--- config.mk ---
export PLATFORM = sky130hd
export DESIGN_NAME = zs_thin_engine_flat
export DESIGN_NICKNAME = d
export VERILOG_FILES = /design/src/rtl/zs_thin_engine_if.sv /design/src/rtl/zs_thin_engine.sv /design/src/flat_wrapper.sv
export SDC_FILE = /design/constraint.sdc
export NUM_CORES = 1
export LEC_CHECK = 0
export CORE_MARGIN = 8
export CORE_UTILIZATION = 45
export DETAILED_ROUTE_END_ITERATION = 16
export PLACE_DENSITY = 0.76
export REMOVE_ABC_BUFFERS = 1
export SLEW_MARGIN = 20
export SYNTH_ARGS = -nofsm -noshare
export SYNTH_HDL_FRONTEND = slang
export SYNTH_SLANG_ARGS = --single-unit
export TNS_END_PERCENT = 20
--- constraint.sdc ---
create_clock -name clk -period 4.2 [get_ports clk]
set_clock_uncertainty 0.2 [all_clocks]
set_input_delay 0.42 -clock clk [delete_from_list [all_inputs] [get_ports clk]]
set_output_delay 0.42 -clock clk [all_outputs]
set_load 0.02 [all_outputs]
--- src/rtl/zs_thin_engine_if.sv ---
// rtl/zs_thin_engine_if.sv - RAM access bus between the thinning engine and the image RAM
//
// Purpose: bundles both RAM ports that the engine drives.
// Signals:
//   ram_we       write enable (held 2 cycles per write)
//   ram_addr     primary address (centre read / write)
//   ram_rd_addr  dual read address (neighbour reads)
//   ram_wdata    write data
//   ram_pdata    combinational read of ram_addr
//   ram_ddata    combinational read of ram_rd_addr
// Modports: master = engine, slave = RAM.
interface zs_thin_engine_if #(
  parameter int AW = 7
);
  logic          ram_we;
  logic [AW-1:0] ram_addr;
  logic [AW-1:0] ram_rd_addr;
  logic [7:0]    ram_wdata;
  logic [7:0]    ram_pdata;
  logic [7:0]    ram_ddata;

  modport master (
    output ram_we, ram_addr, ram_rd_addr, ram_wdata,
    input  ram_pdata, ram_ddata
  );

  modport slave (
    input  ram_we, ram_addr, ram_rd_addr, ram_wdata,
    output ram_pdata, ram_ddata
  );
endinterface

--- src/rtl/zs_thin_engine.sv ---
// rtl/zs_thin_engine.sv - in-place Zhang-Suen thinning controller for an NxN image RAM
//
// Purpose: scans interior pixels, marks deletable ones (bit7), sweeps marks to
// background, alternating sub-iterations until a full iteration deletes nothing
// or MAX_ITER iterations have run.
// Ports:
//   clk, rst_n   clock, asynchronous active-low reset
//   start        one-cycle start pulse, accepted only in IDLE
//   busy         high while a run is in progress
//   done         completion level, cleared by the next accepted start
//   limit_hit    run stopped by MAX_ITER
//   iter_count   full iterations completed
//   ram          RAM bus (master side)
module zs_thin_engine #(
  parameter int N        = 8,
  parameter int bitSize  = 6,
  parameter int MAX_ITER = 16
) (
  input  logic              clk,
  input  logic              rst_n,
  input  logic              start,
  output logic              busy,
  output logic              done,
  output logic              limit_hit,
  output logic [7:0]        iter_count,
  zs_thin_engine_if.master  ram
);

  localparam int AW = bitSize + 1;

  typedef enum logic [3:0] {
    IDLE, CENTER, NBR, DECIDE, MARK_WR, NEXT, SWEEP, SWEEP_WR, SUB_END, DONE
  } state_t;

  state_t        state_q, state_d;
  logic [AW-1:0] row_q, col_q, sweep_q;
  logic [2:0]    nbr_q;
  logic [7:0]    nb_q;        // nb_q[k] = neighbour P(k+2)
  logic [7:0]    centre_q;
  logic          wr_ph_q;     // second cycle of a two-cycle write
  logic          sub2_q;
  logic          sub1_del_q;
  logic [15:0]   del_q;
  logic          done_q, limit_q;
  logic [7:0]    iter_q;

  logic          we_c;
  logic [AW-1:0] addr_c, rd_addr_c;
  logic [7:0]    wdata_c;

  logic [AW-1:0] pix_addr, nbr_addr;
  logic [3:0]    b_cnt, a_cnt;
  logic          del_ok, last_pix, last_addr, hit, none_deleted;
  logic [7:0]    iter_next;

  assign pix_addr = AW'(row_q * N + col_q);

  always_comb begin
    case (nbr_q)
      3'd0:    nbr_addr = pix_addr - AW'(N);
      3'd1:    nbr_addr = pix_addr - AW'(N - 1);
      3'd2:    nbr_addr = pix_addr + AW'(1);
      3'd3:    nbr_addr = pix_addr + AW'(N + 1);
      3'd4:    nbr_addr = pix_addr + AW'(N);
      3'd5:    nbr_addr = pix_addr + AW'(N - 1);
      3'd6:    nbr_addr = pix_addr - AW'(1);
      default: nbr_addr = pix_addr - AW'(N + 1);
    endcase
  end

  // B = foreground neighbours, A = 0->1 transitions around the ring P2..P9,P2
  always_comb begin
    b_cnt = '0;
    a_cnt = '0;
    for (int i = 0; i < 8; i++) begin
      b_cnt = b_cnt + 4'(nb_q[i]);
      if (!nb_q[i] && nb_q[(i + 1) % 8]) a_cnt = a_cnt + 4'd1;
    end
  end

  always_comb begin
    del_ok = (b_cnt >= 4'd2) && (b_cnt <= 4'd6) && (a_cnt == 4'd1);
    if (sub2_q) del_ok = del_ok && !(nb_q[0] & nb_q[2] & nb_q[6]) && !(nb_q[0] & nb_q[4] & nb_q[6]);
    else        del_ok = del_ok && !(nb_q[0] & nb_q[2] & nb_q[4]) && !(nb_q[2] & nb_q[4] & nb_q[6]);
  end

  assign last_pix     = (row_q == AW'(N - 2)) && (col_q == AW'(N - 2));
  assign last_addr    = (sweep_q == AW'(N * N - 1));
  assign iter_next    = iter_q + 8'd1;
  assign hit          = (iter_next == 8'(MAX_ITER));
  assign none_deleted = !sub1_del_q && (del_q == 16'd0);

  always_ff @(posedge clk or negedge rst_n) begin
    if (!rst_n) state_q <= IDLE;
    else        state_q <= state_d;
  end

  always_comb begin
    state_d   = state_q;
    we_c      = 1'b0;
    addr_c    = '0;
    rd_addr_c = '0;
    wdata_c   = '0;
    case (state_q)
      IDLE:   if (start) state_d = CENTER;
      CENTER: begin
        addr_c  = pix_addr;
        state_d = (ram.ram_pdata == 8'h00) ? NEXT : NBR;
      end
      NBR: begin
        addr_c    = pix_addr;
        rd_addr_c = nbr_addr;
        if (nbr_q == 3'd7) state_d = DECIDE;
      end
      DECIDE: begin
        addr_c  = pix_addr;
        state_d = del_ok ? MARK_WR : NEXT;
      end
      MARK_WR: begin
        addr_c  = pix_addr;
        we_c    = 1'b1;
        wdata_c = centre_q | 8'h80;
        if (wr_ph_q) state_d = NEXT;
      end
      NEXT: begin
        addr_c = pix_addr;
        if (last_pix) state_d = (del_q != 16'd0) ? SWEEP : SUB_END;
        else          state_d = CENTER;
      end
      SWEEP: begin
        addr_c = sweep_q;
        if (ram.ram_pdata[7]) state_d = SWEEP_WR;
        else if (last_addr)   state_d = SUB_END;
      end
      SWEEP_WR: begin
        addr_c = sweep_q;
        we_c   = 1'b1;
        if (wr_ph_q) state_d = last_addr ? SUB_END : SWEEP;
      end
      SUB_END: begin
        if (!sub2_q)           state_d = CENTER;
        else if (none_deleted) state_d = DONE;
        else if (hit)          state_d = DONE;
        else                   state_d = CENTER;
      end
      DONE:    state_d = IDLE;
      default: state_d = IDLE;
    endcase
  end

  always_ff @(posedge clk or negedge rst_n) begin
    if (!rst_n) begin
      row_q      <= '0;
      col_q      <= '0;
      sweep_q    <= '0;
      nbr_q      <= '0;
      nb_q       <= '0;
      centre_q   <= '0;
      wr_ph_q    <= 1'b0;
      sub2_q     <= 1'b0;
      sub1_del_q <= 1'b0;
      del_q      <= '0;
      done_q     <= 1'b0;
      limit_q    <= 1'b0;
      iter_q     <= '0;
    end else begin
      case (state_q)
        IDLE: if (start) begin
          iter_q     <= '0;
          done_q     <= 1'b0;
          limit_q    <= 1'b0;
          del_q      <= '0;
          sub2_q     <= 1'b0;
          sub1_del_q <= 1'b0;
          row_q      <= AW'(1);
          col_q      <= AW'(1);
        end
        CENTER: begin
          centre_q <= ram.ram_pdata;
          nbr_q    <= '0;
        end
        NBR: begin
          nb_q[nbr_q] <= (ram.ram_ddata != 8'h00);
          nbr_q       <= nbr_q + 3'd1;
        end
        MARK_WR: begin
          wr_ph_q <= ~wr_ph_q;
          if (wr_ph_q) del_q <= del_q + 16'd1;
        end
        NEXT: begin
          if (last_pix) sweep_q <= '0;
          else if (col_q == AW'(N - 2)) begin
            row_q <= row_q + AW'(1);
            col_q <= AW'(1);
          end else col_q <= col_q + AW'(1);
        end
        SWEEP: if (!ram.ram_pdata[7] && !last_addr) sweep_q <= sweep_q + AW'(1);
        SWEEP_WR: begin
          wr_ph_q <= ~wr_ph_q;
          if (wr_ph_q && !last_addr) sweep_q <= sweep_q + AW'(1);
        end
        SUB_END: begin
          row_q <= AW'(1);
          col_q <= AW'(1);
          del_q <= '0;
          if (!sub2_q) begin
            sub1_del_q <= (del_q != 16'd0);
            sub2_q     <= 1'b1;
          end else begin
            iter_q <= iter_next;
            sub2_q <= 1'b0;
            if (none_deleted) done_q <= 1'b1;
            else if (hit) begin
              done_q  <= 1'b1;
              limit_q <= 1'b1;
            end
          end
        end
        default: ;
      endcase
    end
  end

  assign busy            = (state_q != IDLE) && (state_q != DONE);
  assign done            = done_q;
  assign limit_hit       = limit_q;
  assign iter_count      = iter_q;
  assign ram.ram_we      = we_c;
  assign ram.ram_addr    = addr_c;
  assign ram.ram_rd_addr = rd_addr_c;
  assign ram.ram_wdata   = wdata_c;

endmodule
--- src/flat_wrapper.sv ---
// flat-port wrapper written by rule: the top's interface ports become plain ports
module zs_thin_engine_flat 
#(
  parameter int N        = 8,
  parameter int bitSize  = 6,
  parameter int MAX_ITER = 16
)
  (clk, rst_n, start, busy, done, limit_hit, iter_count, ram_ram_we, ram_ram_addr, ram_ram_rd_addr, ram_ram_wdata, ram_ram_pdata, ram_ram_ddata);
  zs_thin_engine_if ram_i ();
  input  logic clk;
  input  logic rst_n;
  input  logic start;
  output logic busy;
  output logic done;
  output logic limit_hit;
  output logic [7:0] iter_count;
  output wire logic [$bits(ram_i.ram_we)-1:0] ram_ram_we;
  output wire logic [$bits(ram_i.ram_addr)-1:0] ram_ram_addr;
  output wire logic [$bits(ram_i.ram_rd_addr)-1:0] ram_ram_rd_addr;
  output wire logic [$bits(ram_i.ram_wdata)-1:0] ram_ram_wdata;
  input wire logic [$bits(ram_i.ram_pdata)-1:0] ram_ram_pdata;
  input wire logic [$bits(ram_i.ram_ddata)-1:0] ram_ram_ddata;
  assign ram_ram_we = ram_i.ram_we;
  assign ram_ram_addr = ram_i.ram_addr;
  assign ram_ram_rd_addr = ram_i.ram_rd_addr;
  assign ram_ram_wdata = ram_i.ram_wdata;
  assign ram_i.ram_pdata = ram_ram_pdata;
  assign ram_i.ram_ddata = ram_ram_ddata;
  zs_thin_engine #(.N(N), .bitSize(bitSize), .MAX_ITER(MAX_ITER)) u_core (.clk(clk), .rst_n(rst_n), .start(start), .busy(busy), .done(done), .limit_hit(limit_hit), .iter_count(iter_count), .ram(ram_i));
endmodule
==> summary.md <==
| Metric | Value |
|---|---|
| Status | complete, but fails checks |
| Violated checks | negative setup slack |
| Ys async rst share | 1.00 |
| ANT nets after route | 0 |
| CP top delay family | simple AND/OR/NAND/NOR gates |
| Largest net degree at the start of global routing | 35 |
| Post-Syn Area | 0.00545 mm^2 |
| Min Tclk post-route | approximately 4.4 ns |
| Worst Slack Setup Final | -0.228 ns |
| Syn-to-layout area delta | 22.2% |
| RSZ-0062 raised after global routing | yes |
| Antenna diodes | 0 |
| Slowest CP cell | dfrtp_1 |
| Fraction of post-synthesis cell area in the top cell type by area | 0.331 |
| Post-place setup slack | -0.561 ns |
| Crit Path Max Fanout | 5 |
| DR iter-0 viols | slightly below 300 |
| Grt ovf | 0 |
| IR drop worst, VDD | approximately 430 uV |
| Synth cell types | 74 |
| Routed WL per cell | between 15 and 20 um |
| Sequential cell area | ~0.0018 mm^2 |
| Initial antenna violation count | 0 |
| Top post-synthesis cells by area | dfrtp_1 33%, ha_1 7.6%, nand2_1 5.4% |
| Cells after Synth | 650 |
| Die Area | roughly 0.016 mm^2 |
| Vias/cell | 5.70 |
| Num CTS Buffers | 9 |
| M3 GR Usage | 0.0321 |
| CP dominant cell by count | ha_4 |
| Area leader, netlist | dfrtp_1 |
| DR pass1 iterations | 5 |
| Crit-path max cell delay | between 0.4 and 0.5 ns |
| GR peak layer | met2 |
| Crit-path cells | or2_1 -> a21oi_2 -> a21oi_2 -> ha_1 -> nand2b_1 -> or2_4 -> nand3_4 -> ha_4 -> mux2_4 -> ha_4 -> o21bai_4 -> a41oi_2 -> or2_4 -> ha_4 -> or3_1 -> o31a_2 -> ha_4 -> a22oi_2 -> xnor2_1 -> a41o_1 -> nand3_1 |
| Multi-input gate area | approximately 0.0034 mm^2 |
| Reg2reg start | u_core.nb_q[3] |
| Most common cell after layout, fill and taps aside | nand2_1 |
| Mean Syn Cell Area | 8.38 um^2 |
| Die H | approximately 130 um |
| Core Area | roughly 0.012 mm^2 |
| Slew @ Worst Pin | ~1.1 ns |
| Final Max Tran Viols | 0 |
| Dpl cell area | 0.00621 mm^2 |
| Sink Count | ~70 |
| Die Wd | roughly 130 um |
| Critical Path Sink Type | flip-flop |
| CTS max path bufs | 2 |
| Fmax | ~0.23 GHz |
| Startpoint Class | flip-flop |
| WS Path Type | flip-flop to flip-flop |
| H-tree depth | 3 |
| Share of cells above drive strength 1 | 0.122 |
| Global routing usage on met2 | 0.301 |
| Fin crit share | 1.05 |
| Post-synth EDFFs | 0 |
| R2R setup slack | -0.23 ns |
| Port Buffers | 52 |
| Final hold vios | 0 |
| Layout Nets | ~780 |
| Worst endpoint data arrival time | ~4.4 ns |
| Fin area | 0.00666 mm^2 |
| Design Power | 4.85 mW |
| Rows | 40 |
| Flops & latches, synth | between 70 and 80 |
| Most frequent cells in the layout | 79 x nand2_1, 72 x dfrtp_1, 71 x nor2_1 |
| Vias post-DR | slightly below 5,000 |
| Clock Root Buffer | clkbuf_16 |
| Fill count | 1,042 |
| Final setup fails | 1 |
| First-pass GRT wire length | between 20 and 25 mm |
| Max Cap Viol | 0 |
| Core Util, Final | 0.559 |
| Skew-Pair Late Insertion Delay | ~0.34 ns |
| Met1 GRT Util | 0.211 |
| CTS tree | built |
| Total GRT Usage | 0.175 |
| Crit. Startpoint | u_core.nb_q[3] |
| Drt drc | 0 |
| Sequential fraction of the synthesis area | 0.331 |
| Hold Startpoint | u_core.centre_q[1] |
| HPWL Detailed | 10.3 mm |
| Vias in the first global route | roughly 4,900 |
| Synth Flop Type | dfrtp_1 |
| Hold Path Class | flip-flop to flip-flop |
| Initial Util | 0.457 |
| Power density cells | 728 mW/mm^2 |
| Num ports | 53 |
| Req. time, crit path | 4.21 ns |
| Placer congestion estimate | approximately 0.86 |
| CP bufs+invs | 0 |
| Worst-path clk slew | 0.06 ns |
| Yosys warning total | 0 |
| Final wirelength | ~14 mm |
| P_leak | 3.06 nW |
| Slew headroom | 0.288 |
-- metrics by stage --
stage	setup TNS [ns]	cells	hold slack [ns]
global route	-0.426	869	0.292
CTS	-0.238	869	0.270
floorplan	-0.427	620	-0.0756
global placement	-0.360	850	0.251
detailed placement	-0.561	850	0.255
finish	-0.228	869	0.267
-- metal layers --
layer  share of wire  wire [um]
met3           0.049        679
met4           0.027        382
met1            0.43       6000
met2            0.49       6840
met5               0          0
-- area by class of cell --
| type | count | share of cell area |
|---|---|---|
| clock buffer | 10 | 0.0359 |
| clock inverter | 6 | 0.00996 |
| inverter | 38 | 0.0214 |
| multi-input combinational | 510 | 0.518 |
| sequential | 72 | 0.271 |
| tap | 147 | 0.0276 |
| timing repair buffer | 86 | 0.117 |
-- logic make-up after synthesis --
logic type | share of synthesized area
compound gates | 0.147
buf+inv | 0.0572
simple gates | 0.264
mux | 0.0260
xor+xnor | 0.0737
flops | 0.331
fa+ha+maj | 0.102
-- where the power goes --
group	switching [mW]	internal [mW]	total (mW)	leakage, nW
clock network	0.307	0.478	0.785	0.153
registers	0.227	0.860	1.09	0.935
logic	1.65	1.32	2.97	1.97
-- repair_timing --
action | 4_1_cts | 5_1_grt
setup buffers | 2 | 0
hold buffers | 1 | 0
gates resized for setup | 17 | 5
pin swaps | 11 | 8
hold endpoints to repair | 5 | 0
setup endpoints to repair | 2 | 4
-- worst paths after layout --
check,depth (start not counted),end
worst max-delay path,21,u_core.state_q[0]
worst min-delay path,2,u_core.centre_q[1]
worst max register to register,21,u_core.state_q[0]
worst min register to register,2,u_core.centre_q[1]
max in group asynchronous,3,u_core.centre_q[6]
min in group asynchronous,2,u_core.del_q[14]
-- worst reg2reg max path: stages (launching register included) --
cell and delay, ns:
dfrtp_1 0.41, or2_1 0.25, a21oi_2 0.17, a21oi_2 0.06, ha_1 0.30, nand2b_1 0.07
or2_4 0.25, nand3_4 0.07, ha_4 0.20, mux2_4 0.28, ha_4 0.22, o21bai_4 0.11
a41oi_2 0.06, or2_4 0.29, ha_4 0.20, or3_1 0.30, o31a_2 0.15, ha_4 0.17
a22oi_2 0.13, xnor2_1 0.15, a41o_1 0.19, nand3_1 0.07
-- registers in the layout (all words and copies together) (netlist names) --
name / cells
u_core.row_q: 7
u_core.sub1_del_q: 1
u_core.sweep_q: 7
u_core.wr_ph_q: 1
u_core.del_q: 16
u_core.iter_count: 8
u_core.state_q: 4
u_core.done: 1
u_core.limit_hit: 1
u_core.nbr_q: 3
u_core.sub2_q: 1
u_core.col_q: 7
u_core.nb_q: 8
u_core.centre_q: 7
-- cells in the mapped netlist (5+ instances only) --
cell type,count
xnor2_1,23
nand3_1,35
or2_2,5
fa_1,7
clkbuf_1,17
nand2b_1,7
buf_6,6
nand2_1,79
o21ai_0,37
inv_1,38
a21o_1,9
mux2_2,9
xor2_1,21
nor2b_1,6
and3_1,15
nor2_1,71
nor4_1,8
nor3_1,14
or3_1,10
ha_1,33
dfrtp_1,72
nand4_1,10
a21oi_1,34
(Power assumes the default switching activity.)
==> variant: new RTL, same settings <==
Remove the case item `3'd4` of the case on `nbr_q`.
--- a/src/rtl/zs_thin_engine.sv
+++ b/src/rtl/zs_thin_engine.sv
@@ -61,7 +61,6 @@
       3'd1:    nbr_addr = pix_addr - AW'(N - 1);
       3'd2:    nbr_addr = pix_addr + AW'(1);
       3'd3:    nbr_addr = pix_addr + AW'(N + 1);
-      3'd4:    nbr_addr = pix_addr + AW'(N);
       3'd5:    nbr_addr = pix_addr + AW'(N - 1);
       3'd6:    nbr_addr = pix_addr - AW'(1);
       default: nbr_addr = pix_addr - AW'(N + 1);
Formal check against the unedited RTL: not equivalent (a bounded check fails within 10 cycles, from zero or initial values and one cycle with rst_n low).
==> variant against the original RTL <==
  * The flow still finishes with violations (setup timing)
  * Sequential power rose by 7%
  * Worst setup slack got worse by 160 ps
  * Area after synthesis fell by 2.3%
  * Final cell count fell by 3.8%
  * Total power fell by 5.7%
  * Maximum frequency fell by 3.5%
  * Die area fell by 2.0%
  * Sequential cell count did not move
  * Routed wire length fell by 1.8%
  * Design area fell by 1.1%
==> variant: results (changes against the original RTL) <==
metric,value,unit,change
yosys-top-cells-count,"nand2_1, dfrtp_1, nor2_1",,
p_leak,0.00300,uW,-2.1%
routed_wl,13.7,mm,-1.8%
grt_use_total,17.8,%,+0.31 points
arrival,4590,ps,+150 ps
drive_gt1_share,13.6,%,+1.4 points
drt_iter0_drc,254,,-12%
dp.final_hpwl,10.1,mm,-1.6%
port_buffers,52,,unchanged
cp_top_family,compound AO/OA/AOI/OAI gates,,
setup_ws,-386,ps,-158 ps
violations,setup timing,,
synth_area_leaders,"dfrtp_1, ha_1, nand2_1, xor2_1, nor2_1",,
grt_pass1_vias,4963,,+2.1%
tns,-417,ps,-189 ps
gp_congestion,0.867,,+1.3%
vias_per_cell,5.67,,-0.67%
status,finished with violations,,
setup_viol,2,,+1
nets,746,,-3.9%
grt_start_max_net_pins,48,,+37%
clockBufferDepth,2,,unchanged
maxSlewHeadroom,47.7,%,+19 points
grt_pass1_wl,23.5,mm,+1.8%
insertion_delay,340,ps,about the same
ys_seq_area_share,33.8,%,+0.77 points
-- variant: worst paths after layout --
path,from,end,slack [ps],cells after the start
setup reg to reg,u_core.nb_q[1],u_core.state_q[0],-390,21
hold reg to reg,u_core.centre_q[6],u_core.centre_q[6],270,2
hold / removal,u_core.centre_q[6],u_core.centre_q[6],270,2
min in group asynchronous,rst_n,u_core.del_q[10],410,2
setup / recovery,u_core.nb_q[1],u_core.state_q[0],-390,21
max in group asynchronous,rst_n,u_core.nb_q[1],2340,3
-- variant: timing repair --
item	4_1_cts	5_1_grt
setup buffers	2	2
setup endpoints to repair	2	3
pin swaps	11	6
endpoints found under the hold margin	25	0
hold buffers	1	0
gates resized for setup	15	11
-- variant: cells by family (layout without fill, tap and decap cells) --
group           Yosys count  in the layout  synth area share, %
simple gates            262            262                 25.3
compound gates          117            117                 15.2
flops                    72             72                 33.8
buf+inv                  60            142                 5.15
xor+xnor                 49             49                 8.06
fa+ha+maj                39             39                 10.0
mux                      12             12                 2.44
-- variant: metrics by stage --
step | hold WS [ps] | util [%] | total power [uW] | worst slack (ps) | std cells
CTS | 270 | 56.9 | 4520 | -524 | 834
finish | 268 | 57.5 | 4570 | -386 | 836
floorplan | -75.6 | - | 2730 | -446 | 588
global placement | 241 | 53.4 | 3530 | -421 | 815
detailed placement | 251 | 53.4 | 3640 | -735 | 815
global route | 305 | 57.5 | 4920 | -600 | 836
-- variant: worst register-to-register path, stage by stage, from the launching register on --
cell and delay, ps:
dfrtp_1 420, or2_4 290, a21oi_4 150, a21oi_2 60
ha_1 270, and3b_2 230, a31oi_4 160, inv_2 60
ha_4 210, a21oi_2 110, nand2_1 80, ha_1 270
or2b_1 220, o211a_1 160, ha_4 230, mux2_4 280
ha_4 160, and3_4 180, a221oi_4 240, xor2_1 100
o31ai_1 250, o211ai_2 120
-- variant: metal layers --
metal | GRT usage [%] | wire [um] | up-vias | share of wire (%)
met5 | 0 | 0 | - | 0
met4 | 6.73 | 311 | 0 | 2.3
li1 | - | - | 2289 | -
met1 | 20.5 | 5740 | 2300 | 42
met2 | 31.4 | 7040 | 120 | 52
met3 | 3.83 | 571 | 28 | 4.2
-- variant: final cells by class --
cell class                 count  area [um2]
fill                        1018        4880
multi-input combinational    479        3350
sequential                    72        1800
timing repair buffer          89         805
clock buffer                  10         239
tap                          143         179
inverter                      37         139
clock inverter                 6        72.6
-- variant: power breakdown --
group | internal (uW) | switching (uW) | total (uW)
Combinational | 1150 | 1450 | 2600
Sequential | 872 | 294 | 1170
Clock | 485 | 319 | 804
